### src/rtl/seq_detect_sched.sv
// Time-multiplexed serial pattern detector: a round-robin arbiter picks one
// bit-serial channel per cycle and runs it through a shared detector using that channel's saved history.
module seq_detect_sched #(
  parameter int NCH = 4,
  parameter int PW  = 4,
  parameter int IDW = 2,
  parameter int LW  = 3
) (
  input  logic           clk,
  input  logic           reset,
  input  logic           en,
  input  logic [NCH-1:0] in_valid,
  input  logic [NCH-1:0] in_bit,
  output logic [NCH-1:0] in_ready,
  input  logic           cfg_we,
  input  logic [PW-1:0]  cfg_pattern,
  input  logic [LW-1:0]  cfg_len,
  output logic           match,
  output logic [IDW-1:0] match_ch,
  output logic [7:0]     match_cnt
);

  localparam logic [LW-1:0] PW_L = LW'(PW);

  logic [IDW-1:0] ptr_r;
  logic [PW-1:0]  pat_r;
  logic [LW-1:0]  len_r;
  logic [PW-1:0]  hist_r [NCH];
  logic [LW-1:0]  fcnt_r [NCH];

  logic           found_s;
  logic           grant_s;
  logic [IDW-1:0] gid_s;
  logic [PW-1:0]  hsel_s;
  logic [LW-1:0]  fsel_s;
  logic [PW-1:0]  nhist_s;
  logic [LW-1:0]  nfcnt_s;
  logic [PW-1:0]  mask_s;
  logic           hit_s;

  function automatic logic [IDW-1:0] rr_idx(input logic [IDW-1:0] p, input int k);
    int s;
    s = (int'(p) + k) % NCH;
    return IDW'(s);
  endfunction

  // Lengths outside 1..PW are pulled back into range
  function automatic logic [LW-1:0] clamp_len(input logic [LW-1:0] l);
    logic [LW-1:0] r;
    if (l == '0) begin
      r = LW'(1);
    end else if (l > PW_L) begin
      r = PW_L;
    end else begin
      r = l;
    end
    return r;
  endfunction

  // Round-robin scan starting at ptr_r: first valid channel wins
  always_comb begin
    found_s = 1'b0;
    gid_s   = '0;
    for (int k = 0; k < NCH; k++) begin
      if (!found_s && in_valid[rr_idx(ptr_r, k)]) begin
        found_s = 1'b1;
        gid_s   = rr_idx(ptr_r, k);
      end else begin
        found_s = found_s;
      end
    end
  end

  // Shared detector datapath operating on the granted channel's context
  always_comb begin
    grant_s = found_s & en & ~cfg_we & ~reset;
    hsel_s  = hist_r[gid_s];
    fsel_s  = fcnt_r[gid_s];
    nhist_s = {hsel_s[PW-2:0], in_bit[gid_s]};
    if (fsel_s < PW_L) begin
      nfcnt_s = fsel_s + LW'(1);
    end else begin
      nfcnt_s = PW_L;
    end
    for (int b = 0; b < PW; b++) begin
      mask_s[b] = (LW'(b) < len_r);
    end
    hit_s = (nfcnt_s >= len_r) && (((nhist_s ^ pat_r) & mask_s) == '0);
    if (grant_s) begin
      in_ready = {{(NCH-1){1'b0}}, 1'b1} << gid_s;
    end else begin
      in_ready = '0;
    end
  end

  // Context store, configuration and match reporting
  always_ff @(posedge clk) begin
    if (reset) begin
      ptr_r     <= '0;
      pat_r     <= '0;
      len_r     <= PW_L;
      match     <= 1'b0;
      match_ch  <= '0;
      match_cnt <= 8'd0;
      for (int i = 0; i < NCH; i++) begin
        hist_r[i] <= '0;
        fcnt_r[i] <= '0;
      end
    end else if (cfg_we) begin
      pat_r     <= cfg_pattern;
      len_r     <= clamp_len(cfg_len);
      match     <= 1'b0;
      match_cnt <= 8'd0;
      for (int i = 0; i < NCH; i++) begin
        hist_r[i] <= '0;
        fcnt_r[i] <= '0;
      end
    end else if (grant_s) begin
      ptr_r         <= rr_idx(gid_s, 1);
      hist_r[gid_s] <= nhist_s;
      fcnt_r[gid_s] <= nfcnt_s;
      match         <= hit_s;
      if (hit_s) begin
        match_ch <= gid_s;
        if (match_cnt != 8'd255) begin
          match_cnt <= match_cnt + 8'd1;
        end else begin
          match_cnt <= match_cnt;
        end
      end else begin
        match_ch <= match_ch;
      end
    end else begin
      match <= 1'b0;
    end
  end

endmodule

### config.mk
export PLATFORM = sky130hd
export DESIGN_NAME = seq_detect_sched
export DESIGN_NICKNAME = d
export VERILOG_FILES = /design/src/rtl/seq_detect_sched.sv
export SDC_FILE = /design/constraint.sdc
export NUM_CORES = 1
export LEC_CHECK = 0
export CORE_ASPECT_RATIO = 1.75
export CORE_MARGIN = 5
export CORE_UTILIZATION = 58
export DETAILED_ROUTE_END_ITERATION = 8
export GPL_TIMING_DRIVEN = 1
export MAX_ROUTING_LAYER = met4
export PLACE_DENSITY = 0.84
export RECOVER_POWER = 100
export SYNTH_ARGS = -nofsm -noshare
export SYNTH_HDL_FRONTEND = slang
export SYNTH_SLANG_ARGS = --single-unit
### constraint.sdc
create_clock -name clk -period 7.5 [get_ports clk]
set_input_delay 1.875 -clock clk [delete_from_list [all_inputs] [get_ports clk]]
set_output_delay 1.875 -clock clk [all_outputs]
set_load 0.01 [all_outputs]
# ---- Yosys cells after proc, flatten, opt, wreduce, memory -nomap -nowiden
# Memory sizes are Yosys's and may differ from the RTL's.
# Cells that the tools add are included.
dict set report word_totals {
  input_bits 19
  ramBits 28
  reg_bits 20
  mem_count 2
}
dict set report op_classes {
  shifts 1
  n_bitwise 16
  n_mux 45
  n_reduce_logical 16
  eq_ne 1
  order_cmp 12
  addsub 6
}
# memory words width rd rd_clocked_by_memory_dff write_ports line
set mem_list {}
lappend mem_list {hist_r 4 4 1 0 4 28} ;# logic [PW-1:0] hist_r [NCH];
lappend mem_list {fcnt_r 4 3 1 0 4 29} ;# logic [LW-1:0] fcnt_r [NCH];
# operator n
set op_table {}
lappend op_table {{3-bit 2-to-1 mux} 8}
lappend op_table {{4-bit 2-to-1 mux} 6}
lappend op_table {{1-bit 2-to-1 mux} 20}
lappend op_table {{2-bit by 3-bit less-than comparator with 1-bit output, second input constant} 5}
lappend op_table {{2-bit 2-to-1 mux} 6}
lappend op_table {{1-bit binary-select mux with 2-bit select} 5}
lappend op_table {{8-bit by 1-bit adder with 8-bit output, second input constant} 1}
lappend op_table {{8-bit != test, second input constant} 1}
lappend op_table {{1-bit bitwise OR} 8}
lappend op_table {{1-bit by 3-bit less-than comparator with 1-bit output, first input constant} 2}
lappend op_table {{2-bit by 3-bit less-than comparator with 1-bit output, first input constant} 2}
lappend op_table {{3-bit AND reduction} 2}
lappend op_table {{3-bit OR reduction} 2}
lappend op_table {{2-bit by 1-bit adder with 2-bit output, second input constant} 2}
lappend op_table {{2-bit adder, second input constant} 2}
lappend op_table {{4-bit AND} 1}
lappend op_table {{1-bit logical AND} 4}
lappend op_table {{4-bit logical NOT} 1}
lappend op_table {{4-bit OR reduction} 1}
lappend op_table {{1-bit by 2-bit left shift with 4-bit output, first input constant} 1}
lappend op_table {{4-bit XOR} 1}
lappend op_table {{3-bit by 1-bit adder with 3-bit output, second input constant} 1}
lappend op_table {{1-bit AND} 3}
lappend op_table {{3-bit >= comparator} 1}
lappend op_table {{other kinds (7)} 11}

# ---- Longest topological paths before layout
# Gate-level depths: netlist of the first run.
dict set report logic_depth {
  depth_word 21
  mapped_depth 20
  mapped_depth_nobuf 18
}

# ---- Worst setup path before layout of the first run
# No wires, ideal clock.
dict set report synth_timing {
  path_kind {input to register}
  start {in in_valid[0]}
  end {reg match_cnt[4]}
  stages 18
  n_path_buf 2
  t_required_ns 7.430
  path_slack_ns 2.526
  arrival_time_ns 4.904
  path_cell_list {a21oi_2 o21ai_2 o2bb2a_4 buf_6 buf_6 mux2_2 nor2_1 a21oi_1 ha_1 a21oi_1 inv_1 ha_1 nor2b_1 o21ai_0 a31oi_1 nand4_2 or4_1 a21oi_1}
}
dict set report synth_between {
  elab_cells_between_ends 38
  cone_classes {add/sub (1); order compare (2); mux (19); bitwise (5); reduce/logical (9); memory (2)}
}
# element line
set synth_lines {}
lappend synth_lines {{from (decl)} 12} ;# input logic [NCH-1:0] in_valid,
lappend synth_lines {{1-bit binary-select mux with 2-bit select} 65} ;# if (!found_s && in_valid[rr_idx(ptr_r, k)]) begin
lappend synth_lines {{1-bit 2-to-1 mux (not written as such)} 65}
lappend synth_lines {{1-bit 2-to-1 mux} 65}
lappend synth_lines {{1-bit logical NOT} 65}
lappend synth_lines {{1-bit logical AND} 65}
lappend synth_lines {{1-bit 2-to-1 mux} 65}
lappend synth_lines {{1-bit logical NOT} 65}
lappend synth_lines {{1-bit logical AND} 65}
lappend synth_lines {{(+4 left out)} --}
lappend synth_lines {{net gid_s[1]} 33} ;# logic [IDW-1:0] gid_s;
lappend synth_lines {{memory 4 x 3 bit (*)} --}
lappend synth_lines {{3-bit by 1-bit adder with 3-bit output / 3-bit less-than comparator (equally long branches)} {81, 80}}
lappend synth_lines {{3-bit 2-to-1 mux (*)} 80} ;# if (fsel_s < PW_L) begin
lappend synth_lines {{net nfcnt_s[2]} 37} ;# logic [LW-1:0] nfcnt_s;
lappend synth_lines {{3-bit >= comparator (*)} 88} ;# hit_s = (nfcnt_s >= len_r) && (((nhist_s ^ pat_r) & mask_s) == '0);
lappend synth_lines {{1-bit logical AND (*)} 88}
lappend synth_lines {{3-bit AND reduction (no source line) (*)} --}
lappend synth_lines {{to (signal assigned)} 126} ;# match_cnt <= match_cnt + 8'd1;
lappend synth_lines {{to (signal assigned)} 128} ;# match_cnt <= match_cnt;
lappend synth_lines {{to (decl)} 20} ;# output logic [7:0] match_cnt
# The timed path passes the listed nets; every way through them passes the cells marked *. The select of a mux whose other input is x is not followed.
# A chain may end at the register's enable or synchronous reset.

# ---- Worst setup path in the final report of the first run
dict set report layout_timing {
  start {in in_valid[0]}
  end {out in_ready[2]}
}
dict set report layout_between {
  elab_chain_cells 16
  elab_cells_between_ends 27
  cone_classes {shift (1); mux (17); bitwise (3); reduce/logical (6)}
}
# element line
set layout_rtl {}
lappend layout_rtl {{1-bit binary-select mux with 2-bit select} 65}
lappend layout_rtl {{1-bit 2-to-1 mux (not written as such)} 65}
lappend layout_rtl {{1-bit 2-to-1 mux} 65}
lappend layout_rtl {{1-bit logical NOT} 65}
lappend layout_rtl {{1-bit logical AND} 65}
lappend layout_rtl {{1-bit 2-to-1 mux} 65}
lappend layout_rtl {{1-bit logical NOT} 65}
lappend layout_rtl {{1-bit logical AND} 65}
lappend layout_rtl {{1-bit 2-to-1 mux} 65}
lappend layout_rtl {{1-bit logical NOT} 65}
lappend layout_rtl {{1-bit logical AND} 65}
lappend layout_rtl {{1-bit 2-to-1 mux} 65}
lappend layout_rtl {{1-bit AND (3 in series)} 76} ;# grant_s = found_s & en & ~cfg_we & ~reset;
lappend layout_rtl {{4-bit 2-to-1 mux (*)} 89} ;# if (grant_s) begin
lappend layout_rtl {{to (decl)} 14} ;# output logic [NCH-1:0] in_ready,
# Mark *: on every way between the ends. The rest lies on a longest branch, timed or not. The select of a mux whose other input is x is not followed.

==> flow_metrics.py, run 1 <==
metrics = {
    "yosys": {
        "yosys_warnings": 0,
        "yosysTopAreaCell": "edfxtp_1",
        "synth_top_area_frac": 0.3112,
        "ys_top_cells_by_area": "edfxtp_1 (31%), dfxtp_1 (17%), mux2i_1 (8.2%)",
        "synth_cell_types": 43,
        "ys.flop_type": "edfxtp_1",
        "synth_edf_count": 24,
        "syn_area_um2": 2316,
        "syn_area_per_cell_um2": 9.940,
        "synth-seq-cells": 44,
        "syn_inst": 233,
        "synth.yosys.seq_area_share": 0.4841,
        "async_flop_share": 0,
        "synth_fp_nets": 261,
    },
    "global_route": {
        "grt_max_degree": 19,
        "grtUsageTotal": 0.2006,
        "grt-ovfl-total": 0,
        "grt_pass1_vias": 1790,
        "grt_pass1_wl_um": 8148,
        "antenna_found_initial": 0,
    },
    "hold_path": {
        "hold_path_class": "reg2reg",
    },
    "layout": {
        "design_area_um2": 2746,
        "drive_gt1_frac": 0.06792,
        "final_cells": 313,
        "n_antenna_cell": 0,
        "mostFrequentLayoutCell": "nor2_1",
        "final_core_util": 0.7104,
        "layout.nets": 292,
        "area_growth_pct": 18.58,
        "final_cell_mix": "nor2_1 (35), edfxtp_1 (24), nand2_1 (23), dfxtp_1 (20), mux2i_1 (19)",
    },
    "timing": {
        "tns_ns": 0,
        "finalSetupViolCount": 0,
        "worstMarginPinSlew_ns": 0.9871,
        "fmax_mhz": 149.7,
        "hold_viol": 0,
        "post-route-period-util": 0.8910,
        "relSlewSlack": 0.3419,
        "holdWs_ns": 0.4731,
        "setup_slack_ns": 0.8179,
        "final-max-slew-violation-count": 0,
        "min_period_ns": 6.682,
        "clock_skew_ns": 0.01066,
        "rsz0062_at_grt": "no",
    },
    "detailed_routing": {
        "drtIter0Drc": 51,
        "drc": 0,
        "wl_per_cell_um": 15.63,
        "dr.pass1.iters": 4,
        "finalWirelength_um": 4891,
        "ant_nets": 0,
        "vias_per_cell": 5.837,
        "vias": 1827,
    },
    "floorplanning": {
        "initial_utilization": 0.5990,
        "rows": 30,
        "die_w_um": 57.77,
        "die_area_um2": 5406,
        "ios": 34,
        "die_h_um": 93.59,
        "coreArea_um2": 3866,
    },
    "setup_path": {
        "critPathBufInv": 3,
        "cp.arrival_ns": 4.81,
        "path_cells": "dlygate4sd3_1 -> a21oi_1 -> o21ai_0 -> o2bb2a_1 -> ha_1 -> nand2_1 -> inv_1 -> dlygate4sd3_1",
        "path_common_cell": "dlygate4sd3_1",
        "crit_family": "buffers and inverters",
        "worstSetupEndpointType": "output port",
        "worstSetupPathType": "in2out",
        "critPathRequiredTime_ns": 5.62,
        "cp_max_fo": 18,
        "slowest_delay_ns": 0.89,
        "slowest_stage": "o2bb2a_1",
        "cp-start-kind": "primary input",
    },
    "placed_design": {
        "placed_cells": 305,
        "place_worst_setup_slack_ns": 1.210,
        "gp_congestion": 0.8072,
        "place_hpwl_um": 3663,
        "io_buffers": 33,
        "post_dp_cell_area_um2": 2654,
    },
    "clock_network": {
        "cts.htree.levels": 2,
        "postCtsSetupBuffers": 0,
        "cts.sinks": 44,
        "cts-resized-gates": 0,
        "cts_root_buf": "clkbuf_8",
        "clock_latency_ns": 0.30,
        "cts_buffers": 5,
        "postCtsHoldBufs": 0,
        "cts_tree": "yes",
        "cts_max_path_buffers": 2,
        "clk_pin_slew_ns": 0.08,
    },
    "power": {
        "irDropWorstVdd_uv": 137.8,
        "power_mw": 0.5309,
        "p_leak_nw": 1.172,
        "power.density_nw_per_um2": 193.3,
    },
    "run": {
        "cap_violations": 0,
    },
    "run_status": {
        "status": "finished clean",
    },
}
area by class of cell:
type                       count  area (um^2)
tap                           48        60.06
inverter                      17        63.81
fill                         297         1120
timing repair buffer          33        330.3
multi-input combinational    163         1061
sequential                    44         1121
clock inverter                 2        16.27
clock buffer                   6        93.84
sequential cells by signal, summed over array words and instances, names as in the netlist:
signal and cells:
fcnt_r 12, hist_r 12, len_r 3, match 1, match_ch 2, match_cnt 8
pat_r 4, ptr_r 2
final timing paths:
| check | from | endpoint | slack (ns) | cells past startpoint |
|---|---|---|---|---|
| worst min register to register | match_ch[1] | match_ch[1] | 0.47 | 2 |
| worst max-delay path | in_valid[0] | in_ready[2] | 0.82 | 8 |
| worst max register to register | ptr_r[1] | match_cnt[4] | 2.79 | 16 |
| worst min-delay path | match_ch[1] | match_ch[1] | 0.47 | 2 |
worst register-to-register path: stages (launching register included):
cell	delay (ns)
dfxtp_1	0.37
a21oi_1	0.15
o21ai_0	0.08
o2bb2a_1	0.89
mux2_2	0.44
nor2_1	0.12
a21oi_1	0.08
ha_1	0.23
a21oi_1	0.38
inv_1	0.09
ha_1	0.28
nor2b_1	0.11
o21ai_0	0.08
a31oi_1	0.20
nand4_2	0.40
or4_1	0.64
a21oi_1	0.14
kinds of logic after synthesis:
family | count (synthesis) | share of synthesized area
AO/OA/AOI/OAI | 40 | 0.1226
XOR/XNOR | 2 | 0.007565
adder cells (fa/ha/maj) | 9 | 0.04862
buffers and inverters | 26 | 0.05024
flip-flops | 44 | 0.4841
multiplexers | 26 | 0.1162
AND/OR/NAND/NOR | 86 | 0.1707
synth_stat cells (all sizes together) (2+ instances only):
cell type / instances
a21o: 2
a21oi: 14
and2: 2
and3: 4
buf: 5
clkbuf: 4
dfxtp: 20
edfxtp: 24
ha: 9
inv: 17
mux2: 7
mux2i: 19
nand2: 23
nand2b: 2
nand3: 6
nor2: 35
nor2b: 3
nor3: 2
o211ai: 2
o21ai: 5
o311a: 2
o311ai: 2
o31ai: 4
o41ai: 2
or3: 2
or4: 3
metal layers:
layer	part of all wire	GRT usage	wire length, um	vias to the layer above
met5	0	-	0	-
met4	0.014	0.08317	68	0
met3	0.030	0.03729	149	8
met2	0.58	0.3651	2821	39
met1	0.38	0.2048	1852	889
li1	-	-	-	891
power breakdown:
part	internal [mW]	switching [mW]	leakage (nW)
Clock	0.0869	0.0835	0.0530
Combinational	0.0385	0.0519	0.688
Sequential	0.264	0.00572	0.431
Power figures use the tool's default switching activity.
==> run 2, diff against run 1 <==
HOLD_SLACK_MARGIN = 0.08   (was unset)
==> results of run 2 <==
The final DEF is identical to that of run 1; final timing and power are the same.
